File: config.mk
export PLATFORM = sky130hd
export DESIGN_NAME = tpu_mac_vector
export DESIGN_NICKNAME = d
export VERILOG_FILES = /design/src/rtl/tpu_pkg.sv /design/src/rtl/tpu_mac_lane.sv /design/src/rtl/tpu_mac_vector.sv
export SDC_FILE = /design/constraint.sdc
export NUM_CORES = 1
export LEC_CHECK = 0
export ABC_AREA = 1
export CAP_MARGIN = 10
export CORE_MARGIN = 1
export CORE_UTILIZATION = 50
export CTS_CLUSTER_SIZE = 10
export DETAILED_ROUTE_END_ITERATION = 7
export GPL_TIMING_DRIVEN = 0
export PLACE_DENSITY = 0.7
export REMOVE_ABC_BUFFERS = 1
export SLEW_MARGIN = 10
export SYNTH_ARGS = -nofsm -noshare
export SYNTH_HDL_FRONTEND = slang
export SYNTH_SLANG_ARGS = --single-unit
File: constraint.sdc
create_clock -name clk -period 5.88 [get_ports clk]
set_clock_uncertainty 0.2 [all_clocks]
set_input_delay 0.882 -clock clk [delete_from_list [all_inputs] [get_ports clk]]
set_output_delay 0.882 -clock clk [all_outputs]
set_load 0.02 [all_outputs]
File: src/rtl/tpu_pkg.sv
//------------------------------------------------------------------------------
// Module   : tpu_pkg
// Purpose  : Shared definitions for the multi-lane TPU MAC datapath:
//            default widths, sign-magnitude decode helpers and saturation
//            bound helpers derived from the accumulator width.
// Revision : 1.0 - initial multi-lane release
//------------------------------------------------------------------------------
`default_nettype none

package tpu_pkg;

    localparam int DATA_W_DEF = 8;
    localparam int ACC_W_DEF  = 17;
    localparam int LANES_DEF  = 4;

    // Operands are passed zero-extended to 64 bits with their real width
    // alongside, so one helper serves any parameterisation.
    function automatic logic sm_sign(input logic [63:0] v, input int unsigned w);
        return 1'(v >> (w - 1));
    endfunction

    function automatic logic [63:0] sm_mag(input logic [63:0] v, input int unsigned w);
        return v & ((64'd1 << (w - 1)) - 64'd1);
    endfunction

    // True for both +0 and -0 (sign bit alone set).
    function automatic logic sm_is_zero(input logic [63:0] v, input int unsigned w);
        return sm_mag(v, w) == 64'd0;
    endfunction

    // Two's-complement bounds of a w-bit accumulator; callers keep the low
    // w bits.
    function automatic logic [63:0] sat_max(input int unsigned w);
        return (64'd1 << (w - 1)) - 64'd1;
    endfunction

    function automatic logic [63:0] sat_min(input int unsigned w);
        return ~64'd0 << (w - 1);
    endfunction

endpackage

`default_nettype wire

File: src/rtl/tpu_mac_lane.sv
//------------------------------------------------------------------------------
// Module   : tpu_mac_lane
// Purpose  : One sign-magnitude MAC lane. Stage 1 registers the product
//            sign/magnitude, stage 2 accumulates into a two's-complement
//            accumulator with saturate or wrap on overflow and a sticky
//            overflow flag.
// Ports    : clk, reset      - clock, synchronous active-high reset
//            in_valid, a, b  - operands (sign-magnitude) consumed this cycle
//            sat_mode        - 1 = saturate, 0 = wrap
//            clr             - clear accumulator and error (dump with clear)
//            acc_next        - value the accumulator takes this edge (snapshot)
//            error           - sticky overflow flag
// Revision : 1.0 - initial multi-lane release
//------------------------------------------------------------------------------
`default_nettype none

module tpu_mac_lane
    import tpu_pkg::*;
#(
    parameter int DATA_W = DATA_W_DEF,
    parameter int ACC_W  = ACC_W_DEF
) (
    input  logic              clk,
    input  logic              reset,
    input  logic              in_valid,
    input  logic [DATA_W-1:0] a,
    input  logic [DATA_W-1:0] b,
    input  logic              sat_mode,
    input  logic              clr,
    output logic [ACC_W-1:0]  acc_next,
    output logic              error
);

    localparam int c_MAG_W  = DATA_W - 1;
    localparam int c_PROD_W = 2 * c_MAG_W;

    localparam logic [ACC_W-1:0] c_SAT_MAX = ACC_W'(sat_max(ACC_W));
    localparam logic [ACC_W-1:0] c_SAT_MIN = ACC_W'(sat_min(ACC_W));

    logic [c_MAG_W-1:0]  w_mag_a;
    logic [c_MAG_W-1:0]  w_mag_b;
    logic [c_PROD_W-1:0] w_prod;
    logic                w_sign;
    logic                w_zero;

    logic                r_s1_valid;
    logic                r_s1_sign;
    logic [c_PROD_W-1:0] r_s1_mag;

    logic [ACC_W-1:0]    r_acc;
    logic                r_error;
    logic [ACC_W-1:0]    w_prod_ext;
    logic [ACC_W-1:0]    w_addend;
    logic [ACC_W:0]      w_sum;
    logic                w_ovf;
    logic [ACC_W-1:0]    w_acc_add;

    // ---------------- stage 1: multiply ----------------
    assign w_mag_a = c_MAG_W'(sm_mag(64'(a), DATA_W));
    assign w_mag_b = c_MAG_W'(sm_mag(64'(b), DATA_W));
    assign w_prod  = c_PROD_W'(w_mag_a) * c_PROD_W'(w_mag_b);
    assign w_sign  = sm_sign(64'(a), DATA_W) ^ sm_sign(64'(b), DATA_W);
    // A zero product must never carry a negative sign (e.g. -0 * x).
    assign w_zero  = sm_is_zero(64'(a), DATA_W) | sm_is_zero(64'(b), DATA_W);

    always_ff @(posedge clk) begin
        if (reset) begin
            r_s1_valid <= 1'b0;
            r_s1_sign  <= 1'b0;
            r_s1_mag   <= '0;
        end else begin
            r_s1_valid <= in_valid;
            if (in_valid) begin
                r_s1_sign <= w_sign & ~w_zero;
                r_s1_mag  <= w_prod;
            end
        end
    end

    // ---------------- stage 2: accumulate ----------------
    assign w_prod_ext = ACC_W'(r_s1_mag);
    assign w_addend   = r_s1_sign ? (~w_prod_ext + 1'b1) : w_prod_ext;
    // One guard bit: overflow shows as disagreement between the top two bits.
    assign w_sum      = {r_acc[ACC_W-1], r_acc} + {w_addend[ACC_W-1], w_addend};
    assign w_ovf      = r_s1_valid & (w_sum[ACC_W] != w_sum[ACC_W-1]);

    always_comb begin
        w_acc_add = w_sum[ACC_W-1:0];
        if (w_ovf && sat_mode) begin
            w_acc_add = w_sum[ACC_W] ? c_SAT_MIN : c_SAT_MAX;
        end
    end

    assign acc_next = r_s1_valid ? w_acc_add : r_acc;

    always_ff @(posedge clk) begin
        if (reset) begin
            r_acc   <= '0;
            r_error <= 1'b0;
        end else if (clr) begin
            // Snapshot already captured acc_next; an overflow on this edge
            // is visible in the dump only.
            r_acc   <= '0;
            r_error <= 1'b0;
        end else begin
            r_acc   <= acc_next;
            r_error <= r_error | w_ovf;
        end
    end

    assign error = r_error;

endmodule

`default_nettype wire

File: src/rtl/tpu_mac_vector.sv
//------------------------------------------------------------------------------
// Module   : tpu_mac_vector
// Purpose  : LANES independent sign-magnitude MAC lanes with shared dump /
//            clear control and a registered result snapshot.
// Ports    : clk, reset        - clock, synchronous active-high reset
//            in_valid          - operands on input1/input2 consumed this cycle
//            input1, input2    - lane i operand at [i*DATA_W +: DATA_W]
//            out_HL            - dump strobe (snapshot accumulators into out)
//            acc_clr           - with out_HL, clear accumulators and errors
//            sat_mode          - 1 = saturate, 0 = wrap on overflow
//            out               - last dump, lane i at [i*ACC_W +: ACC_W]
//            out_valid         - high for the cycle following a dump edge
//            error             - per-lane sticky overflow flags
// Revision : 1.0 - initial multi-lane release
//------------------------------------------------------------------------------
`default_nettype none

module tpu_mac_vector
    import tpu_pkg::*;
#(
    parameter int DATA_W = DATA_W_DEF,
    parameter int ACC_W  = ACC_W_DEF,
    parameter int LANES  = LANES_DEF
) (
    input  logic                    clk,
    input  logic                    reset,
    input  logic                    in_valid,
    input  logic [LANES*DATA_W-1:0] input1,
    input  logic [LANES*DATA_W-1:0] input2,
    input  logic                    out_HL,
    input  logic                    acc_clr,
    input  logic                    sat_mode,
    output logic [LANES*ACC_W-1:0]  out,
    output logic                    out_valid,
    output logic [LANES-1:0]        error
);

    logic                   w_clr;
    logic [LANES*ACC_W-1:0] w_acc_next;
    logic [LANES*ACC_W-1:0] r_out;
    logic                   r_out_valid;

    // acc_clr is meaningful only together with a dump.
    assign w_clr = out_HL & acc_clr;

    for (genvar gi = 0; gi < LANES; gi++) begin : g_lane
        tpu_mac_lane #(
            .DATA_W (DATA_W),
            .ACC_W  (ACC_W)
        ) u_lane (
            .clk      (clk),
            .reset    (reset),
            .in_valid (in_valid),
            .a        (input1[gi*DATA_W +: DATA_W]),
            .b        (input2[gi*DATA_W +: DATA_W]),
            .sat_mode (sat_mode),
            .clr      (w_clr),
            .acc_next (w_acc_next[gi*ACC_W +: ACC_W]),
            .error    (error[gi])
        );
    end

    // Snapshot takes acc_next so an accumulate committing on the dump edge
    // is included.
    always_ff @(posedge clk) begin
        if (reset) begin
            r_out       <= '0;
            r_out_valid <= 1'b0;
        end else begin
            r_out_valid <= out_HL;
            if (out_HL) begin
                r_out <= w_acc_next;
            end
        end
    end

    assign out       = r_out;
    assign out_valid = r_out_valid;

endmodule

`default_nettype wire

## Word-level counts from Yosys, hierarchy flattened

Index checks and enable logic that the tools add are counted.

- Add/subtract/negate cells: 8
- Bitwise logic cells: 29
- Eq/ne operators: 4
- Multiply operators: 4
- Muxes and demuxes: 16
- Reductions and logical operators: 13

Operator list:

| operator | number |
|---|---|
| logical NOT 64 bit | 8 |
| 2-to-1 mux 17 bit | 16 |
| adder 17 x 17 -> 18 bit | 4 |
| adder 17 x 1 -> 17 bit (second input constant) | 4 |
| inverter 14 -> 17 bit | 4 |
| multiplier 7 x 7 -> 14 bit | 4 |
| bitwise AND 1 bit | 9 |
| OR 1 bit | 8 |
| logical AND 1 bit | 4 |
| inequality test 1 bit | 4 |
| inverter 1 bit | 4 |
| XOR 1 bit | 4 |
| OR reduction 2 bit | 1 |

- Output and inout bits: 73
- Input port bits: 70
- Bits in registers: 202
- Word-level logic and storage cells: 93

## Depth between registers and ports, before layout

Gate-level depths: netlist of the first run.

- Word-level depth: 9
- Mapped depth: 28
- Depth with buffers taken out: 28

## Hierarchy

A second synthesis of the first run with hierarchy kept.

- Cell total of the unflattened synthesis: 3142
- Area, all modules: 20699.9 um^2

Modules (own cells, without submodules):

| module | area an instance (um^2) | instances | cells each | seq. area each (um^2) |
|---|---|---|---|---|
| tpu_mac_lane at g_lane[3].u_lane | 4625.7 | 1 | 682 | 680.7 |
| tpu_mac_lane at g_lane[2].u_lane | 4473.0 | 1 | 676 | 680.7 |
| tpu_mac_lane at g_lane[1].u_lane | 4406.7 | 1 | 674 | 680.7 |
| tpu_mac_lane at g_lane[0].u_lane | 4389.2 | 1 | 674 | 680.7 |
| tpu_mac_vector | 2805.2 | 1 | 436 | 1381.3 |

## Least setup slack after synthesis of the first run

No wires, ideal clock.

- Path type: input to register
- Start: input input1[13]
- End: register g_lane[1].u_lane.r_s1_mag[11]
- Required time: 5571 ps
- Cell stages on the path: 24
- Setup slack: 1068 ps
- Setup time: 109 ps
- Data arrival time: 4503 ps
- Path through: clkbuf_1 > nand2_1 > inv_1 > fa_1 > inv_1 > fa_1 > inv_1 > fa_1 > inv_1 > fa_1 > inv_1 > ha_1 > nand2_1 > nand2_1 > a31oi_1 > o21ai_0 > nand2_1 > nand2_1 > nand2_1 > nand2_1 > nand2_1 > nand3_1 > nand2_1 > inv_1

- Word-level cells in the longest chain between the ends: 1

RTL lines:

| item | RTL line | RTL |
|---|---|---|
| start: declaration | tpu_mac_vector.sv:28 | `input logic [LANES*DATA_W-1:0] input1,` |
| multiplier 7 x 7 -> 14 bit | tpu_mac_lane.sv:61 | `assign w_prod = c_PROD_W'(w_mag_a) * c_PROD_W'(w_mag_b);` |
| end signal: assignment | tpu_mac_lane.sv:75 | `r_s1_mag <= w_prod;` |
| end: declaration | tpu_mac_lane.sv:48 | `logic [c_PROD_W-1:0] r_s1_mag;` |

Every way passes these cells.
A chain may end at the register's enable or synchronous reset.

## Worst setup path in the final report of the first run

- Start: input input1[29]
- End: register g_lane[3].u_lane.r_s1_mag[11]

- Word-level cells in the longest chain between the ends: 1

RTL lines:

| item | RTL line |
|---|---|
| multiplier 7 x 7 -> 14 bit | tpu_mac_lane.sv:61 |
| end signal: assignment | tpu_mac_lane.sv:75 |
| end: declaration | tpu_mac_lane.sv:48 |

Every way passes these cells.

==> summary.txt, run 1 <==
Finish
  • N_diodes: 0
  • Fin area: 0.0223 mm2
  • FILL cells: 3730
  • Area of the multi-input gates: 0.0136 mm2
  • P&R area growth vs syn: 11.6%
  • Final Net Count: 3257
  • Reg area: 0.00405 mm2
  • Share of cells above drive strength 1: 10.2%
  • Final Util: 57.2%
  • Post-Layout Cell Count: 3413

Clock network
  • CTS clk-pin slew, worst paths: 60 ps
  • # resized after CTS: 0
  • Worst-skew pair later-pin latency: 530 ps
  • Post-CTS Setup Repair Bufs: 0
  • Clock Path Buffers: 3
  • # clock sinks: 202
  • CTS Buf Count: 25
  • # hold bufs at CTS: 0
  • H-tree depth: 1
  • CTS Root Cell: clkbuf_16
  • TritonCTS clock tree: done

Die
  • Die X: 202 um
  • Ports: 143
  • Core area: 0.0390 mm2
  • Row count: 72
  • Starting density of the core: 51.2%
  • Die Area: 0.0408 mm2
  • Die Y: 202 um

Timing
  • Final setup viols: 0
  • Fmax: 197 MHz
  • Slew Viols, Final: 0
  • Final setup margin: 816 ps
  • Unrepaired setup endpoints after global routing: no
  • Endpoints failing hold: 0
  • Worst-Margin Slew: 1070 ps
  • Max_slew headroom: 28.6%
  • Final Cycle Share: 86.1%
  • Tmin final: 5060 ps

Route
  • Final ANT Viol Nets: 0
  • # DRC: 0
  • Initial drt markers: 884
  • Wire length per cell: 13.8 um
  • Detailed Routing Iterations Pass 1: 5
  • Via density per instance: 5.12
  • Drt total wl: 47200 um
  • Via count: 17500

GRT
  • Vias in the first global route: 17200
  • First-pass GRT wire length: 80800 um
  • Overflow after GRT: 0
  • Antenna violations before repair: 0
  • Pin count of the biggest net entering global routing: 105
  • GR Util All Layers: 23.6%

Synthesis
  • Mean Syn Cell Area: 7.02 um2
  • Synth Flop Type: dfxtp_1
  • YS warnings: 0
  • Yosys cell types: 46
  • Post-synthesis async set-or-reset flop share: 0%
  • Synthesized cell area: 0.0200 mm2
  • Area share of the largest cell type after synthesis: 20.2%
  • Area contributors post-synth: dfxtp_1, ha_1, nand2_1
  • Largest area contributor in the netlist: dfxtp_1
  • Synth Instances: 2849
  • Sequential cell area fraction in the yosys report: 20.2%
  • Number of enable flip-flop cells after synthesis: 0
  • Most frequent cell after synthesis: nand2_1
  • Most frequent cells after synthesis: nand2_1, inv_1, nor2_1, dfxtp_1, ha_1
  • Post-synthesis register bit count: 202

Power and ir drop
  • Peak VDD IR: 0.191 mV
  • Leak: 12.0 nW
  • Pwr dens: 268 mW/mm2

Placed design
  • Pre-CTS setup slack: 278 ps
  • Dpl cells: 3378
  • Hpwl dp: 36900 um
  • GP Congestion: 0.901
  • Post-placement cell area: 0.0216 mm2
  • IO buf count: 142

Critical path
  • CP Capture Type: register
  • Critical path startpoint category: input pin
  • Worst Path Arrival: 5280 ps
  • Critical Path Fanout Max: 8
  • Setup CP Type: in2reg
  • Worst endpoint required time: 6090 ps

Job
  • MaxCap Viol Count: 0

Outcome
  • Status: finished, final reports clean

Min path
  • Min-Delay Path Class: reg2reg
## worst max-delay path, cell delays in order
cell	delay (ps)
clkdlybuf4s50_1	580
nand2_1	140
inv_1	60
fa_1	530
inv_1	50
fa_1	530
inv_1	50
fa_1	470
inv_1	50
fa_1	470
inv_1	40
ha_1	370
a21oi_1	100
o21ai_0	250
a21oi_1	110
nor3_1	220
nor2_1	60
nand2_1	60
nand3_1	100
o211ai_1	100
inv_1	50
## layout make-up
type,count,area share (%)
Sequential cell,202,18.2
Clock buffer,31,2.95
Tap cell,518,2.91
Inverter,461,7.77
Timing Repair Buffer,149,7.07
Multi-Input combinational cell,2048,61.1
Clock inverter,4,0.0898
## cells in the final DEF (no fill, tap or decap), types with 6 or more instances in the layout
| cell | n |
|---|---|
| a21oi_2 | 43 |
| nand4_4 | 8 |
| nand2_1 | 612 |
| xnor2_1 | 42 |
| nand4_1 | 9 |
| nor3_1 | 30 |
| o211ai_1 | 10 |
| nand3_2 | 47 |
| or2_2 | 65 |
| clkbuf_16 | 25 |
| nor4_1 | 14 |
| nand3_1 | 122 |
| clkdlybuf4s50_1 | 139 |
| a31oi_1 | 15 |
| xor2_1 | 81 |
| nor2_2 | 6 |
| fa_1 | 100 |
| inv_1 | 454 |
| o21ai_0 | 148 |
| nor2_1 | 220 |
| a21oi_1 | 141 |
| and2_1 | 9 |
| ha_1 | 200 |
| nand2_2 | 75 |
| dfxtp_1 | 201 |
| a21o_1 | 9 |
## where the power goes
part | switching [mW] | total (mW) | internal, mW
sequential | 0.125 | 1.64 | 1.51
combinational | 1.81 | 2.99 | 1.18
clock | 0.582 | 1.36 | 0.774
total | 2.51 | 5.98 | 3.47
## layer usage
layer  wire, um  track usage (%)
met2      22800             42.0
met3       2050             2.93
met5          0                0
met1      21500             30.1
met4        849             5.74
## stage by stage
step	power (mW)	hold WS [ps]	TNS, ps
floorplan	3.89	269	0
global placement	4.58	245	-206560
detailed placement	4.64	242	0
CTS	6.03	251	0
global route	6.54	293	0
finish	5.98	253	0
## registers in the layout (all words and copies together), names as in the netlist
name / cells
g_lane.u_lane.error: 4
g_lane.u_lane.r_acc: 68
g_lane.u_lane.r_s1_mag: 56
g_lane.u_lane.r_s1_sign: 4
g_lane.u_lane.r_s1_valid: 1
out: 68
out_valid: 1
## cells by family (layout without fill, tap and decap cells)
logic type      after synthesis  after routing  share of synthesized area [%]
compound gates              399            399                           11.6
simple gates               1226           1226                           28.6
flops                       202            202                           20.2
xor+xnor                    123            123                           5.39
buf+inv                     599            645                           11.7
fa+ha+maj                   300            300                           22.5
## worst paths after layout
path / from / end / slack [ps] / depth (start not counted)
max: input1[29] / g_lane[3].u_lane.r_s1_mag[11]$_SDFFE_PP0P_ / 820 / 21
min: g_lane[0].u_lane.error$_SDFF_PP0_ / g_lane[0].u_lane.error$_SDFF_PP0_ / 250 / 2
max reg2reg: g_lane[3].u_lane.r_s1_mag[0]$_SDFFE_PP0P_ / out[67]$_SDFFE_PP0P_ / 1880 / 24
min reg2reg: g_lane[0].u_lane.error$_SDFF_PP0_ / g_lane[0].u_lane.error$_SDFF_PP0_ / 250 / 2
Power figures use the tool's default switching activity.
==> inputs of run 2 (changes only) <==
- clock period: 5.88 -> 5.65 ns (I/O delays scaled with it)
==> results of run 2 <==
Same layout as run 1 (identical final DEF). Status: finished, final reports clean.
Main changes from that run: setup slack after placement 278 ps -> 82.3 ps; setup slack after layout 816 ps -> 620 ps; register-to-register setup slack 1880 ps -> 1650 ps; total power 5.98 mW -> 6.23 mW; worst IR drop on VDD 0.191 mV -> 0.199 mV
